[src/rtl/pc_gen_if.sv]
// Fetch-stage PC generator bus: decoder-side controls in, fetch address and status out.
interface pc_gen_if #(
    parameter int ADDR_W = 32
);
    logic              pcg_stall;
    logic              pcg_branch;
    logic              pcg_jmp;
    logic              pcg_jr;
    logic              pcg_exc;
    logic              pcg_eret;
    logic              pcg_halt;
    logic [ADDR_W-1:0] pcg_offset_addr;
    logic [ADDR_W-1:0] pcg_jr_addr;
    logic [ADDR_W-1:0] pcg_pc_out;
    logic              pcg_valid;
    logic [ADDR_W-1:0] pcg_epc;
    logic [1:0]        pcg_state;

    // Decoder / control side
    modport master (
        output pcg_stall, pcg_branch, pcg_jmp, pcg_jr, pcg_exc, pcg_eret, pcg_halt,
        output pcg_offset_addr, pcg_jr_addr,
        input  pcg_pc_out, pcg_valid, pcg_epc, pcg_state
    );

    // PC generator side
    modport slave (
        input  pcg_stall, pcg_branch, pcg_jmp, pcg_jr, pcg_exc, pcg_eret, pcg_halt,
        input  pcg_offset_addr, pcg_jr_addr,
        output pcg_pc_out, pcg_valid, pcg_epc, pcg_state
    );
endinterface

[src/rtl/pc_gen.sv]
// Program-counter generator for the fetch stage: startup wait, prioritised
// next-PC selection, stall/halt, and EPC capture on exceptions.
module pc_gen #(
    parameter int              ADDR_W       = 32,
    parameter logic [ADDR_W-1:0] RESET_VECTOR = 32'h0000_0000,
    parameter logic [ADDR_W-1:0] EXC_VECTOR   = 32'h8000_0180,
    parameter int              WAIT_CYCLES  = 4
) (
    input logic     pcg_clk,
    input logic     pcg_rst,
    pc_gen_if.slave pcg_bus
);
    typedef enum logic [1:0] {
        ST_WAIT = 2'b00,
        ST_RUN  = 2'b01,
        ST_HALT = 2'b10
    } state_t;

    // Last counter value before leaving WAIT; WAIT_CYCLES=0 is special-cased below.
    localparam logic [7:0] WAIT_LAST = 8'((WAIT_CYCLES == 0) ? 0 : WAIT_CYCLES - 1);

    state_t            state_q, state_d;
    logic [ADDR_W-1:0] pc_q, pc_d;
    logic [ADDR_W-1:0] epc_q, epc_d;
    logic [7:0]        cnt_q, cnt_d;

    logic [ADDR_W-1:0] pc4;
    logic [ADDR_W-1:0] br_tgt;
    logic [ADDR_W-1:0] jmp_tgt;

    assign pc4     = pc_q + ADDR_W'(4);
    assign br_tgt  = pc4 + {pcg_bus.pcg_offset_addr[ADDR_W-3:0], 2'b00};
    assign jmp_tgt = {pc4[ADDR_W-1:28], pcg_bus.pcg_offset_addr[25:0], 2'b00};

    // State, PC, EPC and wait-counter registers with synchronous reset.
    always_ff @(posedge pcg_clk) begin
        if (pcg_rst) begin
            state_q <= ST_WAIT;
            pc_q    <= RESET_VECTOR;
            epc_q   <= '0;
            cnt_q   <= '0;
        end else begin
            state_q <= state_d;
            pc_q    <= pc_d;
            epc_q   <= epc_d;
            cnt_q   <= cnt_d;
        end
    end

    // Next-state and next-PC selection; lower-priority requests are simply dropped.
    always_comb begin
        state_d = state_q;
        pc_d    = pc_q;
        epc_d   = epc_q;
        cnt_d   = cnt_q;
        case (state_q)
            ST_WAIT: begin
                // Counter only paces the startup wait; it saturates and is unused afterwards.
                if (cnt_q != 8'hFF) cnt_d = cnt_q + 8'd1;
                if (WAIT_CYCLES == 0 || cnt_q == WAIT_LAST) state_d = ST_RUN;
            end
            ST_RUN: begin
                if (pcg_bus.pcg_exc) begin
                    epc_d = pc_q;
                    pc_d  = EXC_VECTOR;
                end else if (pcg_bus.pcg_halt) begin
                    state_d = ST_HALT;
                end else if (pcg_bus.pcg_eret) begin
                    pc_d = epc_q;
                end else if (pcg_bus.pcg_stall) begin
                    pc_d = pc_q;
                end else if (pcg_bus.pcg_branch) begin
                    pc_d = br_tgt;
                end else if (pcg_bus.pcg_jmp) begin
                    pc_d = jmp_tgt;
                end else if (pcg_bus.pcg_jr) begin
                    // A misaligned jr target raises an exception instead of jumping.
                    if (pcg_bus.pcg_jr_addr[1:0] == 2'b00) begin
                        pc_d = pcg_bus.pcg_jr_addr;
                    end else begin
                        epc_d = pc_q;
                        pc_d  = EXC_VECTOR;
                    end
                end else begin
                    pc_d = pc4;
                end
            end
            ST_HALT: begin
                // Frozen until reset.
            end
            default: state_d = ST_WAIT;
        endcase
    end

    assign pcg_bus.pcg_pc_out = pc_q;
    assign pcg_bus.pcg_valid  = (state_q == ST_RUN);
    assign pcg_bus.pcg_epc    = epc_q;
    assign pcg_bus.pcg_state  = state_q;
endmodule

[src/flat_wrapper.sv]
// flat-port wrapper written by rule: the top's interface ports become plain ports
module pc_gen_flat 
#(
    parameter int              ADDR_W       = 32,
    parameter logic [ADDR_W-1:0] RESET_VECTOR = 32'h0000_0000,
    parameter logic [ADDR_W-1:0] EXC_VECTOR   = 32'h8000_0180,
    parameter int              WAIT_CYCLES  = 4
)
  (pcg_clk, pcg_rst, pcg_bus_pcg_stall, pcg_bus_pcg_branch, pcg_bus_pcg_jmp, pcg_bus_pcg_jr, pcg_bus_pcg_exc, pcg_bus_pcg_eret, pcg_bus_pcg_halt, pcg_bus_pcg_offset_addr, pcg_bus_pcg_jr_addr, pcg_bus_pcg_pc_out, pcg_bus_pcg_valid, pcg_bus_pcg_epc, pcg_bus_pcg_state);
  pc_gen_if #(.ADDR_W(ADDR_W)) pcg_bus_i ();
  input logic pcg_clk;
  input logic pcg_rst;
  input wire logic [$bits(pcg_bus_i.pcg_stall)-1:0] pcg_bus_pcg_stall;
  input wire logic [$bits(pcg_bus_i.pcg_branch)-1:0] pcg_bus_pcg_branch;
  input wire logic [$bits(pcg_bus_i.pcg_jmp)-1:0] pcg_bus_pcg_jmp;
  input wire logic [$bits(pcg_bus_i.pcg_jr)-1:0] pcg_bus_pcg_jr;
  input wire logic [$bits(pcg_bus_i.pcg_exc)-1:0] pcg_bus_pcg_exc;
  input wire logic [$bits(pcg_bus_i.pcg_eret)-1:0] pcg_bus_pcg_eret;
  input wire logic [$bits(pcg_bus_i.pcg_halt)-1:0] pcg_bus_pcg_halt;
  input wire logic [$bits(pcg_bus_i.pcg_offset_addr)-1:0] pcg_bus_pcg_offset_addr;
  input wire logic [$bits(pcg_bus_i.pcg_jr_addr)-1:0] pcg_bus_pcg_jr_addr;
  output wire logic [$bits(pcg_bus_i.pcg_pc_out)-1:0] pcg_bus_pcg_pc_out;
  output wire logic [$bits(pcg_bus_i.pcg_valid)-1:0] pcg_bus_pcg_valid;
  output wire logic [$bits(pcg_bus_i.pcg_epc)-1:0] pcg_bus_pcg_epc;
  output wire logic [$bits(pcg_bus_i.pcg_state)-1:0] pcg_bus_pcg_state;
  assign pcg_bus_i.pcg_stall = pcg_bus_pcg_stall;
  assign pcg_bus_i.pcg_branch = pcg_bus_pcg_branch;
  assign pcg_bus_i.pcg_jmp = pcg_bus_pcg_jmp;
  assign pcg_bus_i.pcg_jr = pcg_bus_pcg_jr;
  assign pcg_bus_i.pcg_exc = pcg_bus_pcg_exc;
  assign pcg_bus_i.pcg_eret = pcg_bus_pcg_eret;
  assign pcg_bus_i.pcg_halt = pcg_bus_pcg_halt;
  assign pcg_bus_i.pcg_offset_addr = pcg_bus_pcg_offset_addr;
  assign pcg_bus_i.pcg_jr_addr = pcg_bus_pcg_jr_addr;
  assign pcg_bus_pcg_pc_out = pcg_bus_i.pcg_pc_out;
  assign pcg_bus_pcg_valid = pcg_bus_i.pcg_valid;
  assign pcg_bus_pcg_epc = pcg_bus_i.pcg_epc;
  assign pcg_bus_pcg_state = pcg_bus_i.pcg_state;
  pc_gen #(.ADDR_W(ADDR_W), .RESET_VECTOR(RESET_VECTOR), .EXC_VECTOR(EXC_VECTOR), .WAIT_CYCLES(WAIT_CYCLES)) u_core (.pcg_clk(pcg_clk), .pcg_rst(pcg_rst), .pcg_bus(pcg_bus_i));
endmodule
[config.mk]
export PLATFORM = sky130hd
export DESIGN_NAME = pc_gen_flat
export DESIGN_NICKNAME = d
export VERILOG_FILES = /design/src/rtl/pc_gen_if.sv /design/src/rtl/pc_gen.sv /design/src/flat_wrapper.sv
export SDC_FILE = /design/constraint.sdc
export NUM_CORES = 1
export LEC_CHECK = 0
export CORE_MARGIN = 2
export CORE_UTILIZATION = 52
export CTS_CLUSTER_DIAMETER = 200
export CTS_CLUSTER_SIZE = 14
export DETAILED_ROUTE_END_ITERATION = 6
export PLACE_DENSITY = 0.89
export SYNTH_ARGS = -nofsm -noshare
export SYNTH_HDL_FRONTEND = slang
export SYNTH_SLANG_ARGS = --single-unit
[constraint.sdc]
create_clock -name pcg_clk -period 4.9 [get_ports pcg_clk]
set_clock_uncertainty 0.1 [all_clocks]
set_input_delay 0.98 -clock pcg_clk [delete_from_list [all_inputs] [get_ports pcg_clk]]
set_output_delay 0.98 -clock pcg_clk [all_outputs]
set_load 0.02 [all_outputs]
---- After elaboration in Yosys (flattened, before gate mapping) ----
Index checks and enable logic that the tools add are counted.
storage, ports and cells
  bits of input ports ..................... 73
  bits in registers ....................... 74
  output and inout bits ................... 67
  word-level logic and storage cells ...... 49
cells by class
  equal/unequal tests ..................... 14
  muxes and demuxes ....................... 20
  reduce and logical (&&, ||, !) cells .... 7
  bitwise gates (word level) .............. 1
  add/subtract/negate cells ............... 3
operators with widths
  operator                                                number
  two-way mux 32 bit                                      16
  adder 32 x 3 -> 32 bit (second input constant)          1
  adder 32 bit                                            1
  inequality test 2 bit (second input constant)           5
  adder 8 x 1 -> 8 bit (second input constant)            1
  equality test 8 x 2 -> 1 bit (second input constant)    1
  inequality test 2 x 1 -> 1 bit (second input constant)  4
  inequality test 8 bit (second input constant)           1
  AND reduction 8 bit                                     1
  two-way mux 2 bit                                       3
  case mux 2 bit (3 select lines)                         1
  logical NOT 2 bit                                       2
  AND reduction 4 bit                                     1
  inequality test 3 x 1 -> 1 bit (second input constant)  1
  AND reduction 3 bit                                     1
  equality test 2 x 1 -> 1 bit (second input constant)    1
  equality test 2 bit (second input constant)             1
  AND reduction 2 bit                                     1
  nonzero test 2 bit                                      1
  inverter 1 bit                                          1

---- Logic depth before layout (Yosys ltp) ----
  word-level depth ........................ 9
  depth in mapped cells ................... 18

---- Least setup slack after synthesis ----
OpenSTA, ideal clock, no wires.
  path type ............................... reg2reg
  start point ............................. register u_core.pc_q[8] (netlist: u_core.pcg_bus.pcg_pc_out[8])
  end point ............................... register u_core.pc_q[27] (netlist: u_core.pcg_bus.pcg_pc_out[27])
  buffers on the path ..................... 3
  path slack .............................. 1.097 ns
  arrival time ............................ 3.569 ns
  setup time .............................. 0.134 ns
  cell stages (with the launch flop) ...... 19
  period minus slack after synthesis ...... 3.803 ns
  cells stage by stage .................... dfxtp_1 > clkbuf_4 > and4_4 > and4_1 > buf_6 > nand4_1 > nor2_1 > and3_1 > xor2_1 > ha_1 > clkbuf_1 > a21oi_1 > o21ai_0 > or3_1 > a211oi_1 > nor3_1 > a21boi_0 > xor2_1 > o221ai_1
on the way
  cells in the longest elaborated chain, start to end .. 8
  elaborated cells on any way between the ends .. 9
RTL lines
  item                                                                  RTL line      text
  from (decl)                                                           pc_gen.sv:23  logic [ADDR_W-1:0] pc_q, pc_d;
  from (signal assigned)                                                pc_gen.sv:44  pc_q <= pc_d;
  adder 32 x 3 -> 32 bit *                                              pc_gen.sv:31  assign pc4 = pc_q + ADDR_W'(4);
  parallel branches: the longest is 2 deep, another holds adder 32 bit  n/a
  two-way mux 32 bit *                                                  pc_gen.sv:72  end else if (pcg_bus.pcg_branch) begin
  two-way mux 32 bit *                                                  pc_gen.sv:70  end else if (pcg_bus.pcg_stall) begin
  two-way mux 32 bit *                                                  pc_gen.sv:68  end else if (pcg_bus.pcg_eret) begin
  two-way mux 32 bit *                                                  pc_gen.sv:66  end else if (pcg_bus.pcg_halt) begin
  two-way mux 32 bit *                                                  pc_gen.sv:63  if (pcg_bus.pcg_exc) begin
Mark *: on every way between the ends. The select of a mux whose other input is x is not followed.
A chain may end at the register's enable or synchronous reset.

---- Worst setup path in the final report ----
  start point ............................. register u_core.pc_q[9] (netlist: u_core.pcg_bus.pcg_pc_out[9])
  end point ............................... register u_core.pc_q[27] (netlist: u_core.pcg_bus.pcg_pc_out[27])
The elaborated chain is that of the path after synthesis.

==> results.md <==
- Area grow syn2layout: 28.4%
- Die area: 12800 um2
- Clock sink count: 74
- Min Tclk post-route: 4.22 ns
- First-pass DRT Iterations: 7
- Post-Synth XOR/XNOR Area: 0.0791
- Syn_area_per_cell: 7.11 um2
- FP Rows: 39
- # setup viols final: 0
- Fill cell count: 979
- Share of post-route cells with drive strength above 1: 0.0456
- CTS max path bufs: 2
- Static Leak: 3.04 nW
- Worst hold path type: register to register
- Root Buffer: clkbuf_16
- Syn Nets: 982
- Failing checks: DRC
- First-pass GRT wire length: 35400 um
- Status: complete, but fails checks
- H-tree depth: 3
- CTS buffer count: 9
- Die W: 113 um
- Asr flop ratio synth: 0
- Post-synthesis adder-cell area fraction: 0.0759
- Yosys cell types: 68
- Crit path DAT: 4.34 ns
- Top_reg_cell synth: dfxtp_1
- GRT overflow: 0
- Final GP Congestion: 1.00
- Via Count: 7248
- Starting Density: 0.538
- Maximum vdd drop: 0.259 mV
- Max-slew headroom: 0.342
- Final wirelength: 22900 um
- Area taken by multi-input logic gates: 4380 um2
- Final Power: 1.74 mW
- Post-synth EDFFs: 0
- Initial drt markers: 903
- Post-CTS Setup Bufs: 0
- Post-cts gate resize count: 0
- Mapped Cells: 872
- Initial antenna violation count: 0
- Crit-path max FO: 8
- Simple-gate area share of the yosys netlist: 0.254
- CTS Hold Buffers Added: 0
- Post-DR vias/cell: 6.41
- Power density cells: 219 nW/um2
- Worst Tran Pin Value: 0.983 ns
- Setup CP Type: register to register
- Max_cap viols: 0
- Post-synthesis compound-gate area fraction: 0.283
- RSZ-0062 raised after global routing: no
- Vias in the first global route: 6772
- Die height: 113 um
- DRC: 8
- Final hold viol count: 0
- Top Ports: 140
- Mapped Area: 6200 um2
- Crit path capture type: register
- Nets: 1092
- Worst skew pair latency: 0.35 ns
- Worst setup SP type: register
- Post-synthesis register bit count: 74
- Total track usage: 0.351
- DP Wirelength: 16500 um
- Seq/Total Area, Yosys: 0.239
- Required time worst endpoint: 5.03 ns
- WL/cell: 20.2 um
- Hold slack: 0.368 ns
- FMAX: 237 MHz
- Post-Route Setup TNS: 0 ns
- Ant diodes: 0
- Port bufs: 137
- Period utilization: 0.860
- Reg area: 1480 um2
- Most frequent cells in the layout: nand2_1 (136), clkdlybuf4s50_1 (136), a21oi_1 (104)
- Mux cell area share after synthesis: 0.0117
- Worst-path clk slew: 0.07 ns
- Largest net degree at the start of global routing: 50
- ANT nets after route: 0
- CTS tree: done
- Yosys synthesis warning count: 0
- Core Area: 11500 um2
- Final Slew Violations: 0
- Largest family of logic cells by synthesized area: compound AO/OA/AOI/OAI gates
## layout make-up
class,instances,share of cell area
clock buffer,9,0.0283
clock inverter,7,0.0105
inverter,29,0.0137
multi-input combinational,713,0.550
sequential,74,0.186
tap,143,0.0225
timing repair buffer,155,0.189
## final timing paths
kind	cells after the start	slack, ns	end	startpoint
worst min-delay path	2	0.37	u_core.pcg_bus.pcg_epc[6]	u_core.pcg_bus.pcg_epc[6]
worst max register to register	15	0.68	u_core.pcg_bus.pcg_pc_out[27]	u_core.pcg_bus.pcg_pc_out[9]
worst min register to register	2	0.37	u_core.pcg_bus.pcg_epc[6]	u_core.pcg_bus.pcg_epc[6]
worst max-delay path	15	0.68	u_core.pcg_bus.pcg_pc_out[27]	u_core.pcg_bus.pcg_pc_out[9]
## cell families after synthesis
family,Yosys count
and+or+nand+nor,331
AOI/OAI and AO/OA,282
buffers and inverters,85
DFF,74
xor gates and xnor gates,56
adders and majority gates,37
muxes,7
## metal layers
metal  GRT usage  up-vias  part of all wire
li1            -     3390                 -
met1       0.449     3369              0.41
met2       0.564      410              0.45
met3      0.0718       79             0.093
met4       0.172        0             0.045
met5           0        -                 0
## metrics by stage
| stage | instances | instance area (um2) | worst slack (ns) | util |
|---|---|---|---|---|
| 3_5_place_dp | 1114 | 7650 | 0.790 | 0.664 |
| 4_1_cts | 1130 | 7960 | 0.765 | 0.691 |
| 5_1_grt | 1130 | 7960 | 0.466 | 0.691 |
| 3_3_place_gp | 1114 | 7650 | 0.794 | 0.664 |
| 2_1_floorplan | 872 | 6200 | 1.10 | - |
| 6_report | 1130 | 7960 | 0.684 | 0.691 |
## where the power goes
group	switching (mW)	total (mW)	internal (mW)
logic	0.232	0.393	0.162
registers	0.0218	0.639	0.617
clock network	0.304	0.708	0.405
## registers in the layout, indices dropped and copies added, names as in the netlist
| signal | flops |
|---|---|
| u_core.pcg_bus.pcg_epc | 32 |
| u_core.pcg_bus.pcg_state | 2 |
| u_core.pcg_bus.pcg_pc_out | 32 |
| u_core.cnt_q | 8 |
## critical path, cell delays in order (launching register included)
cell      delay (ns)
dfxtp_1         0.48
and4_4          0.30
and4_1          0.28
nand4_1         0.21
nor2_1          0.20
and3_1          0.23
xor2_1          0.18
ha_1            0.36
a21oi_1         0.24
o21ai_0         0.19
or3_1           0.40
a211oi_1        0.21
nor3_1          0.14
a21boi_0        0.23
xor2_1          0.21
o221ai_1        0.12
## cells in the mapped netlist (14+ instances only)
master	number	area share
clkbuf_1	44	0.027
nand4_1	15	0.015
dfxtp_1	74	0.24
nand3_1	31	0.025
and3_1	14	0.014
inv_1	26	0.016
nor3_1	28	0.023
o211ai_1	20	0.024
nand2_1	136	0.082
ha_1	36	0.073
a21oi_1	104	0.084
o21ai_0	53	0.043
nor2_1	58	0.035
xnor2_1	31	0.044
xor2_1	25	0.035
No activity file was read; power rests on OpenSTA's default activity.
